### src/rtl/vga_mode_sequencer.sv
// vga_mode_sequencer: owns the VGA timing parameters and switches modes at frame boundaries behind a reset/blank window. Define VGA_MODE_SEQ_TIMEOUT_EN to add a WAIT_FRAME timeout.
module vga_mode_sequencer #(
  parameter int HOLD_CYCLES    = 16,
  parameter int SETTLE_FRAMES  = 2,
  parameter int TIMEOUT_CYCLES = 2_000_000
) (
  input  logic        CLK,
  input  logic        RST,
  input  logic        MODE,
  input  logic        FRAME_END,
  output logic [31:0] VAL,
  output logic [11:0] H_VIS,
  output logic [11:0] V_VIS,
  output logic [7:0]  H_FRONT,
  output logic [7:0]  H_SYNC,
  output logic [7:0]  H_BACK,
  output logic [7:0]  V_FRONT,
  output logic [7:0]  V_SYNC,
  output logic [7:0]  V_BACK,
  output logic        SYNC_INV,
  output logic        TIMING_RST,
  output logic        BLANK,
  output logic        ACTIVE_MODE,
  output logic        BUSY
);
  localparam logic [2:0] HOLD       = 3'd0;
  localparam logic [2:0] LOAD       = 3'd1;
  localparam logic [2:0] SETTLE     = 3'd2;
  localparam logic [2:0] RUN        = 3'd3;
  localparam logic [2:0] WAIT_FRAME = 3'd4;
`ifdef VGA_MODE_SEQ_TIMEOUT_EN
  localparam bit TO_EN = 1'b1;
`else
  localparam bit TO_EN = 1'b0;
`endif
  localparam int TO_MAX = TO_EN ? TIMEOUT_CYCLES : 1;
  localparam int MAX_A  = HOLD_CYCLES > SETTLE_FRAMES ? HOLD_CYCLES : SETTLE_FRAMES;
  localparam int MAX_C  = MAX_A > TO_MAX ? MAX_A : TO_MAX;
  localparam int CW     = $clog2(MAX_C + 1);
  // Packed as {VAL, H_VIS, H_FRONT, H_SYNC, H_BACK, V_VIS, V_FRONT, V_SYNC, V_BACK}
  localparam logic [103:0] P0 = {32'd2, 12'd640, 8'd16, 8'd96, 8'd48, 12'd480, 8'd10, 8'd2, 8'd33};
  localparam logic [103:0] P1 = {32'd1, 12'd800, 8'd56, 8'd120, 8'd64, 12'd600, 8'd37, 8'd6, 8'd23};

  logic          m1_q, ms_q;
  logic [2:0]    state_q, state_d;
  logic [CW-1:0] cnt_q, cnt_d;
  logic          target_q, target_d;
  logic          act_q;
  logic [103:0]  prm_q;
  logic          trst_q, blank_q, busy_q;
  logic          inc, to_w;

`ifdef VGA_MODE_SEQ_TIMEOUT_EN
  assign to_w = cnt_q == CW'(TIMEOUT_CYCLES - 1);
`else
  assign to_w = 1'b0;
`endif

  assign {VAL, H_VIS, H_FRONT, H_SYNC, H_BACK, V_VIS, V_FRONT, V_SYNC, V_BACK} = prm_q;
  assign SYNC_INV    = act_q;
  assign ACTIVE_MODE = act_q;
  assign TIMING_RST  = trst_q;
  assign BLANK       = blank_q;
  assign BUSY        = busy_q;

  // Next state, target capture and the shared per-state counter (cleared on every state change)
  always_comb begin
    state_d  = state_q;
    target_d = target_q;
    case (state_q)
      HOLD:       state_d = cnt_q == CW'(HOLD_CYCLES - 1) ? LOAD : HOLD;
      LOAD:       state_d = SETTLE;
      SETTLE:     state_d = FRAME_END && cnt_q == CW'(SETTLE_FRAMES - 1) ? RUN : SETTLE;
      RUN:        state_d = ms_q != act_q ? WAIT_FRAME : RUN;
      WAIT_FRAME: begin
        state_d  = ms_q == act_q ? RUN : (FRAME_END || to_w) ? HOLD : WAIT_FRAME;
        target_d = ms_q != act_q && (FRAME_END || to_w) ? ms_q : target_q;
      end
      default:    state_d = HOLD;
    endcase
    inc   = state_q == HOLD || (state_q == SETTLE && FRAME_END) || (state_q == WAIT_FRAME && TO_EN);
    cnt_d = state_d != state_q ? '0 : cnt_q + CW'(inc);
  end

  // MODE synchronizer, FSM registers and registered outputs decoded from the next state
  always_ff @(posedge CLK or posedge RST)
    if (RST) begin
      m1_q     <= 1'b0;
      ms_q     <= 1'b0;
      state_q  <= HOLD;
      cnt_q    <= '0;
      target_q <= 1'b0;
      act_q    <= 1'b0;
      prm_q    <= P0;
      trst_q   <= 1'b1;
      blank_q  <= 1'b1;
      busy_q   <= 1'b1;
    end else begin
      m1_q     <= MODE;
      ms_q     <= m1_q;
      state_q  <= state_d;
      cnt_q    <= cnt_d;
      target_q <= target_d;
      act_q    <= state_d == LOAD ? target_q : act_q;
      prm_q    <= state_d == LOAD ? (target_q ? P1 : P0) : prm_q;
      trst_q   <= state_d == HOLD || state_d == LOAD;
      blank_q  <= state_d == HOLD || state_d == LOAD || state_d == SETTLE;
      busy_q   <= state_d != RUN;
    end
endmodule

### config.mk
export PLATFORM = sky130hd
export DESIGN_NAME = vga_mode_sequencer
export DESIGN_NICKNAME = d
export VERILOG_FILES = /design/src/rtl/vga_mode_sequencer.sv
export SDC_FILE = /design/constraint.sdc
export NUM_CORES = 1
export LEC_CHECK = 0
export ABC_AREA = 0
export CORE_ASPECT_RATIO = 0.8
export CORE_MARGIN = 8
export CORE_UTILIZATION = 38
export CTS_CLUSTER_DIAMETER = 60
export DETAILED_ROUTE_END_ITERATION = 12
export GPL_ROUTABILITY_DRIVEN = 0
export PLACE_DENSITY = 0.87
export SETUP_SLACK_MARGIN = 0.1
export SYNTH_ARGS = -nofsm -noshare
export SYNTH_HDL_FRONTEND = slang
export SYNTH_SLANG_ARGS = --single-unit
### constraint.sdc
create_clock -name CLK -period 4.2 [get_ports CLK]
set_input_delay 0.84 -clock CLK [delete_from_list [all_inputs] [get_ports CLK]]
set_output_delay 0.84 -clock CLK [all_outputs]
set_load 0.03 [all_outputs]
==> impl_metrics.ini, run 1 <==
[cts]
cts-htree-levels = 1
ctsHoldBuffers = 0
cts_resized = 0
cts_setup_buffers = 0
clkTransAtPathRegs_ps = 70
cts_max_path_buffers = 2
cts_num_sinks = 16
cts_made_buffers = 3
clk_latency_ps = 250
cts_root_buf = clkbuf_8
cts_tree = done

[floorplan]
core_sq_mm = 0.004125
die_h_um = 74.11
start_util_pct = 38.88
dieWidth_um = 88.64
ios = 113
fp-row-count = 21
dieArea_sq_mm = 0.006569

[timing]
setup_viol = 0
hold_viol = 0
tightest_slew_ps = 686.5
tns_ps = 0
slew-limit-headroom_pct = 54.23
fin_crit_ps = 2687
finalCritPeriodShare_pct = 63.98
slew_viol_final = 0
setup_ws_ps = 1513
fin_skew_ps = 11.10
rsz0062_at_grt = false
max_freq_ghz = 0.3722
whs_ps = 347.5

[yosys]
synth_cell_type_count = 36
synth-simple-area-share_pct = 7.800
synthAdderAreaFrac_pct = 1.560
avgSynthCellArea_sq_um = 9.114
ys_ff_latch = 16
netlist_area_sq_mm = 0.001604
ys_seq_area_share_pct = 25.27
syn-instance-count = 176
synth_compound_area_share_pct = 9.048
synth_xor_area_share_pct = 2.730
synth_mux_area_share_pct = 1.950
yosysWarnings = 0
synth_top_family_by_area = buffers and inverters

[detailed_routing]
met1_length_um = 1142
drc = 0
dr.first_iter.drc_count = 38
routedWlPerCell_um = 12.37
top_layer_used = met4
via_count = 904
first_pass_iters = 4
final_antenna_net_count = 0
wl_met2_um = 1513
met3_length_um = 291
viasPerCell = 3.751
drt-total-wl_um = 2982

[power]
combinationalPowerShare_pct = 54.7
clkPwrFrac_pct = 13.7
p_int_mw = 0.4446
ir_drop_mv = 0.1651
swShare_pct = 48.87
p_sw_mw = 0.4249
powerDensity_mw_per_mm2 = 554.6
power_mw = 0.8694
seq_power_share_pct = 31.6
leakage_nw = 0.7569

[setup_path]
cpLargestDelayFamily = buffers and inverters
cp.required_ps = 3360
startpoint_type = register
cp-end-kind = output port
crit_fanout = 25
crit_type = reg -> out
critical-path-slowest-cell = clkdlybuf4s50_1
arrival_ps = 1850
cp_cell_sequence = clkdlybuf4s50_1
critPathMaxStageDelay_ps = 810
crit_buf_inv = 1

[final_layout]
fillers = 432
final_common_cell = conb_1
final_area_sq_mm = 0.001568
nets = 191
drive_gt1_share_pct = 4.891
layout_common_cells = 76 x conb_1, 36 x clkdlybuf4s50_1, 12 x dfrtp_1
antenna_cells = 0
syn_to_final_growth_pct = -2.262

[grt]
grt_max_degree = 26
grt_pass1_wl_um = 4250
antenna_found_initial = 0
grt_pass1_vias = 939
grt_overflow = 0
grtUsageTotal_pct = 7.937

[run_status]
outcome = finished, final reports clean

[placement]
place_hpwl_um = 2520
postPlaceCellArea_sq_mm = 0.001523
dp_slack_ps = 1609
io_buffers = 36

[min_path]
hold_path_class = reg -> reg

[job]
drv_cap = 0
## flip-flops by register name, indices dropped and copies added, names as in the netlist
name,flops
BLANK,1
BUSY,1
TIMING_RST,1
cnt_q,5
m1_q,1
ms_q,1
prm_q,2
state_q,3
target_q,1
## per-layer routing
metal	global-route usage (%)	vias to the layer above
li1	-	415
met1	8.822	428
met2	14.37	59
met3	1.766	2
met4	2.991	0
met5	0	-
## synthesized netlist by cell type
master    instances  share of area [%]
nor2_1            2               0.47
and2b_1           1               0.47
nor3b_1           1               0.47
mux2_1            1               0.70
a41o_1            1               0.62
o31ai_1           1               0.47
nor4b_1           1               0.55
xnor2_1           2                1.1
a21boi_0          1               0.47
or2b_1            1               0.47
nor2b_1           2               0.78
inv_1             8                1.9
o21ai_0           1               0.31
a22oi_1           1               0.47
o211ai_1          1               0.47
nor4b_2           1               0.94
buf_4           104                 49
a22o_1            1               0.55
conb_1            2               0.47
buf_2             2               0.62
o311a_1           1               0.62
ha_1              2                1.6
nor4bb_2          1                1.0
nand3_1           3               0.94
o21a_1            1               0.47
and3_1            1               0.39
and3b_1           1               0.55
dfstp_2           4                6.6
a311o_1           1               0.62
a221oi_1          5                2.7
o211a_1           1               0.62
nand4_1           2               0.78
a32o_1            1               0.62
mux2i_1           2                1.2
dfrtp_1          12                 19
xor2_1            3                1.6
## through the flow
step                util, %  cells
CTS                   38.00    241
floorplan                 -    250
finish                38.00    241
global route          38.00    241
detailed placement    36.91    237
global placement      36.91    237
## cell families after synthesis
kind of cell / count (synthesis)
compound gates: 17
xor+xnor: 5
fa+ha+maj: 2
buf+inv: 114
flops: 16
mux: 3
other cells: 2
simple gates: 17
## final timing paths
kind                       startpoint  slack [ps]  cells past startpoint         end
min in group asynchronous         RST         970                      2    cnt_q[1]
max reg2reg                 prm_q[72]        2300                      3    cnt_q[0]
min                              m1_q         350                      0        ms_q
max in group asynchronous         RST        2830                      2  state_q[2]
min reg2reg                      m1_q         350                      0        ms_q
max                         prm_q[72]        1510                      1  V_FRONT[0]
## power by group through the flow
stage                     sequential, mW  clock (mW)  combinational, mW
after detailed placement           0.278           0              0.471
after global routing               0.285       0.126              0.516
after CTS                          0.275       0.123              0.474
after floorplan                    0.277           0              0.430
after global placement             0.273           0              0.457
final                              0.275       0.119              0.476
## final cells by class
cell class / count / area, sq um / share of cell area [%]
Sequential cell: 16 / 405.4 / 25.86
Timing Repair Buffer: 36 / 360.3 / 22.98
Tap cell: 57 / 71.32 / 4.549
Multi-Input combinational cell: 120 / 655.6 / 41.82
Inverter: 8 / 30.03 / 1.915
Clock buffer: 4 / 45.04 / 2.873
(Power assumes the default switching activity.)
==> run 2: changes to the inputs <==
--- a/config.mk
+++ b/config.mk
@@ -8,11 +8,11 @@
 export ABC_AREA = 0
 export CORE_ASPECT_RATIO = 0.8
 export CORE_MARGIN = 8
-export CORE_UTILIZATION = 38
+export CORE_UTILIZATION = 35
 export CTS_CLUSTER_DIAMETER = 60
 export DETAILED_ROUTE_END_ITERATION = 12
 export GPL_ROUTABILITY_DRIVEN = 0
-export PLACE_DENSITY = 0.87
+export PLACE_DENSITY = 0.81
 export SETUP_SLACK_MARGIN = 0.1
 export SYNTH_ARGS = -nofsm -noshare
 export SYNTH_HDL_FRONTEND = slang
==> constraint.sdc (replaced) <==
create_clock -name CLK -period 2.54 [get_ports CLK]
set_input_delay 0.508 -clock CLK [delete_from_list [all_inputs] [get_ports CLK]]
set_output_delay 0.508 -clock CLK [all_outputs]
set_load 0.03 [all_outputs]
==> run 2 against run 1 <==
Die area rose by 6.8%. Wire length rose by 1.1%. Via count rose by 0.11%. Worst setup slack got worse by 1100 ps. Combinational power rose by 62%. Utilization fell by 2.7 points. Final cell count rose by 1.2%. Non-clock buffer count did not move. Sequential share of layout area fell by 0.17 points. Power rose by 67%. Clock power rose by 92%.
==> impl_metrics.ini, run 2 (synthesis results as in run 1) <==
[run_status]
outcome = finished, final reports clean

[placement]
postPlaceCellArea_sq_mm = 0.001526
place_hpwl_um = 2545
io_buffers = 36

[final_layout]
nets = 191
final_area_sq_mm = 0.001583
top_register = cnt_q
reg.largest.list = cnt_q x5, state_q x3, prm_q x2
syn_to_final_growth_pct = -1.326
drive_gt1_share_pct = 5.978
antenna_cells = 0
layout_common_cells = 76 x conb_1, 36 x clkdlybuf4s50_1, 11 x dfrtp_1
final_common_cell = conb_1
finish.utilization_pct = 35.28
largest_reg_flops = 5

[grt]
grt_pass1_wl_um = 4671
grt_overflow = 0
grt_max_degree = 26
antenna_found_initial = 0
grt_pass1_vias = 965
grtUsageTotal_pct = 8.035

[cts]
cts_root_buf = clkbuf_8
clk_latency_ps = 250
cts_tree = done
cts-htree-levels = 1
clkTransAtPathRegs_ps = 70
cts_num_sinks = 16
cts_max_path_buffers = 2
cts_setup_buffers = 0
cts_made_buffers = 3

[power]
seq_power_share_pct = 31.2
powerDensity_mw_per_mm2 = 919.9
power_mw = 1.456
leakage_nw = 0.7613
ir_drop_mv = 0.2570
combinationalPowerShare_pct = 53.1
p_int_mw = 0.7605
clkPwrFrac_pct = 15.8
swShare_pct = 47.77
p_sw_mw = 0.6956

[floorplan]
fp-row-count = 22
start_util_pct = 35.75
die_h_um = 76.55
dieWidth_um = 91.69
ios = 113
core_sq_mm = 0.004487
dieArea_sq_mm = 0.007019

[setup_path]
cp_cell_sequence = clkdlybuf4s50_1
crit_fanout = 25
arrival_ps = 1620
crit_buf_inv = 1
cp.required_ps = 2030
cp-end-kind = output port
critical-path-slowest-cell = clkdlybuf4s50_1
startpoint_type = register
critPathMaxStageDelay_ps = 760
r2r_slack_ps = 690
crit_type = reg -> out
cpLargestDelayFamily = buffers and inverters

[detailed_routing]
dr.first_iter.drc_count = 63
final_antenna_net_count = 0
via_count = 905
first_pass_iters = 4
drc = 0
drt-total-wl_um = 3014
routedWlPerCell_um = 12.35
viasPerCell = 3.709

[timing]
max_freq_ghz = 0.4708
slew-limit-headroom_pct = 59.02
fin_crit_ps = 2124
slew_viol_final = 0
tightest_slew_ps = 614.1
rsz0062_at_grt = false
setup_viol = 0
tns_ps = 0
hold_viol = 0
finalCritPeriodShare_pct = 83.63
fin_skew_ps = 3.389

[min_path]
hold_path_class = reg -> reg

[job]
drv_cap = 0
[run 2: area by class of cell]
class	count	area [sq um]
Fill cell	465	2904
Multi-Input combinational cell	120	655.6
Sequential cell	16	406.6
Timing Repair Buffer	36	360.3
Tap cell	60	75.07
Clock buffer	4	55.05
Inverter	8	30.03
[run 2: worst paths after layout]
path                                 start    endpoint  cells past startpoint
worst max-delay path             prm_q[72]    V_VIS[9]                      1
worst min-delay path                  m1_q        ms_q                      0
worst max register to register  state_q[2]    cnt_q[4]                      7
worst min register to register        m1_q        ms_q                      0
max in group asynchronous              RST   prm_q[72]                      2
min in group asynchronous              RST  state_q[0]                      2
[run 2: metrics by stage]
stage | instances | setup slack [ps] | hold WS [ps]
after floorplan | 250 | 808.4 | 331.2
after global placement | 240 | 352.9 | 334.0
after detailed placement | 240 | 267.7 | 344.1
after CTS | 244 | 148.7 | 359.1
after global routing | 244 | 334.9 | 375.3
final | 244 | 415.7 | 354.7
[run 2: power by group through the flow]
stage | registers, mW | clock network, mW | logic [mW]
3_3_place_gp | 0.452 | 0 | 0.756
6_report | 0.454 | 0.229 | 0.773
3_5_place_dp | 0.454 | 0 | 0.770
4_1_cts | 0.450 | 0.236 | 0.772
2_1_floorplan | 0.457 | 0 | 0.711
5_1_grt | 0.469 | 0.252 | 0.833
[run 2: timing repair]
item / in CTS / in global routing
setup endpoints to repair: 0 / 20
hold buffers: 0 / 0
hold endpoints to repair: 0 / 0
resized for setup: 0 / 1
[run 2: routing by layer]
metal	wire length [um]	vias up	global-route usage, %
met1	1156	420	8.214
met2	1496	62	13.86
li1	-	416	-
met4	63	0	3.852
met5	0	-	0
met3	297	7	3.346
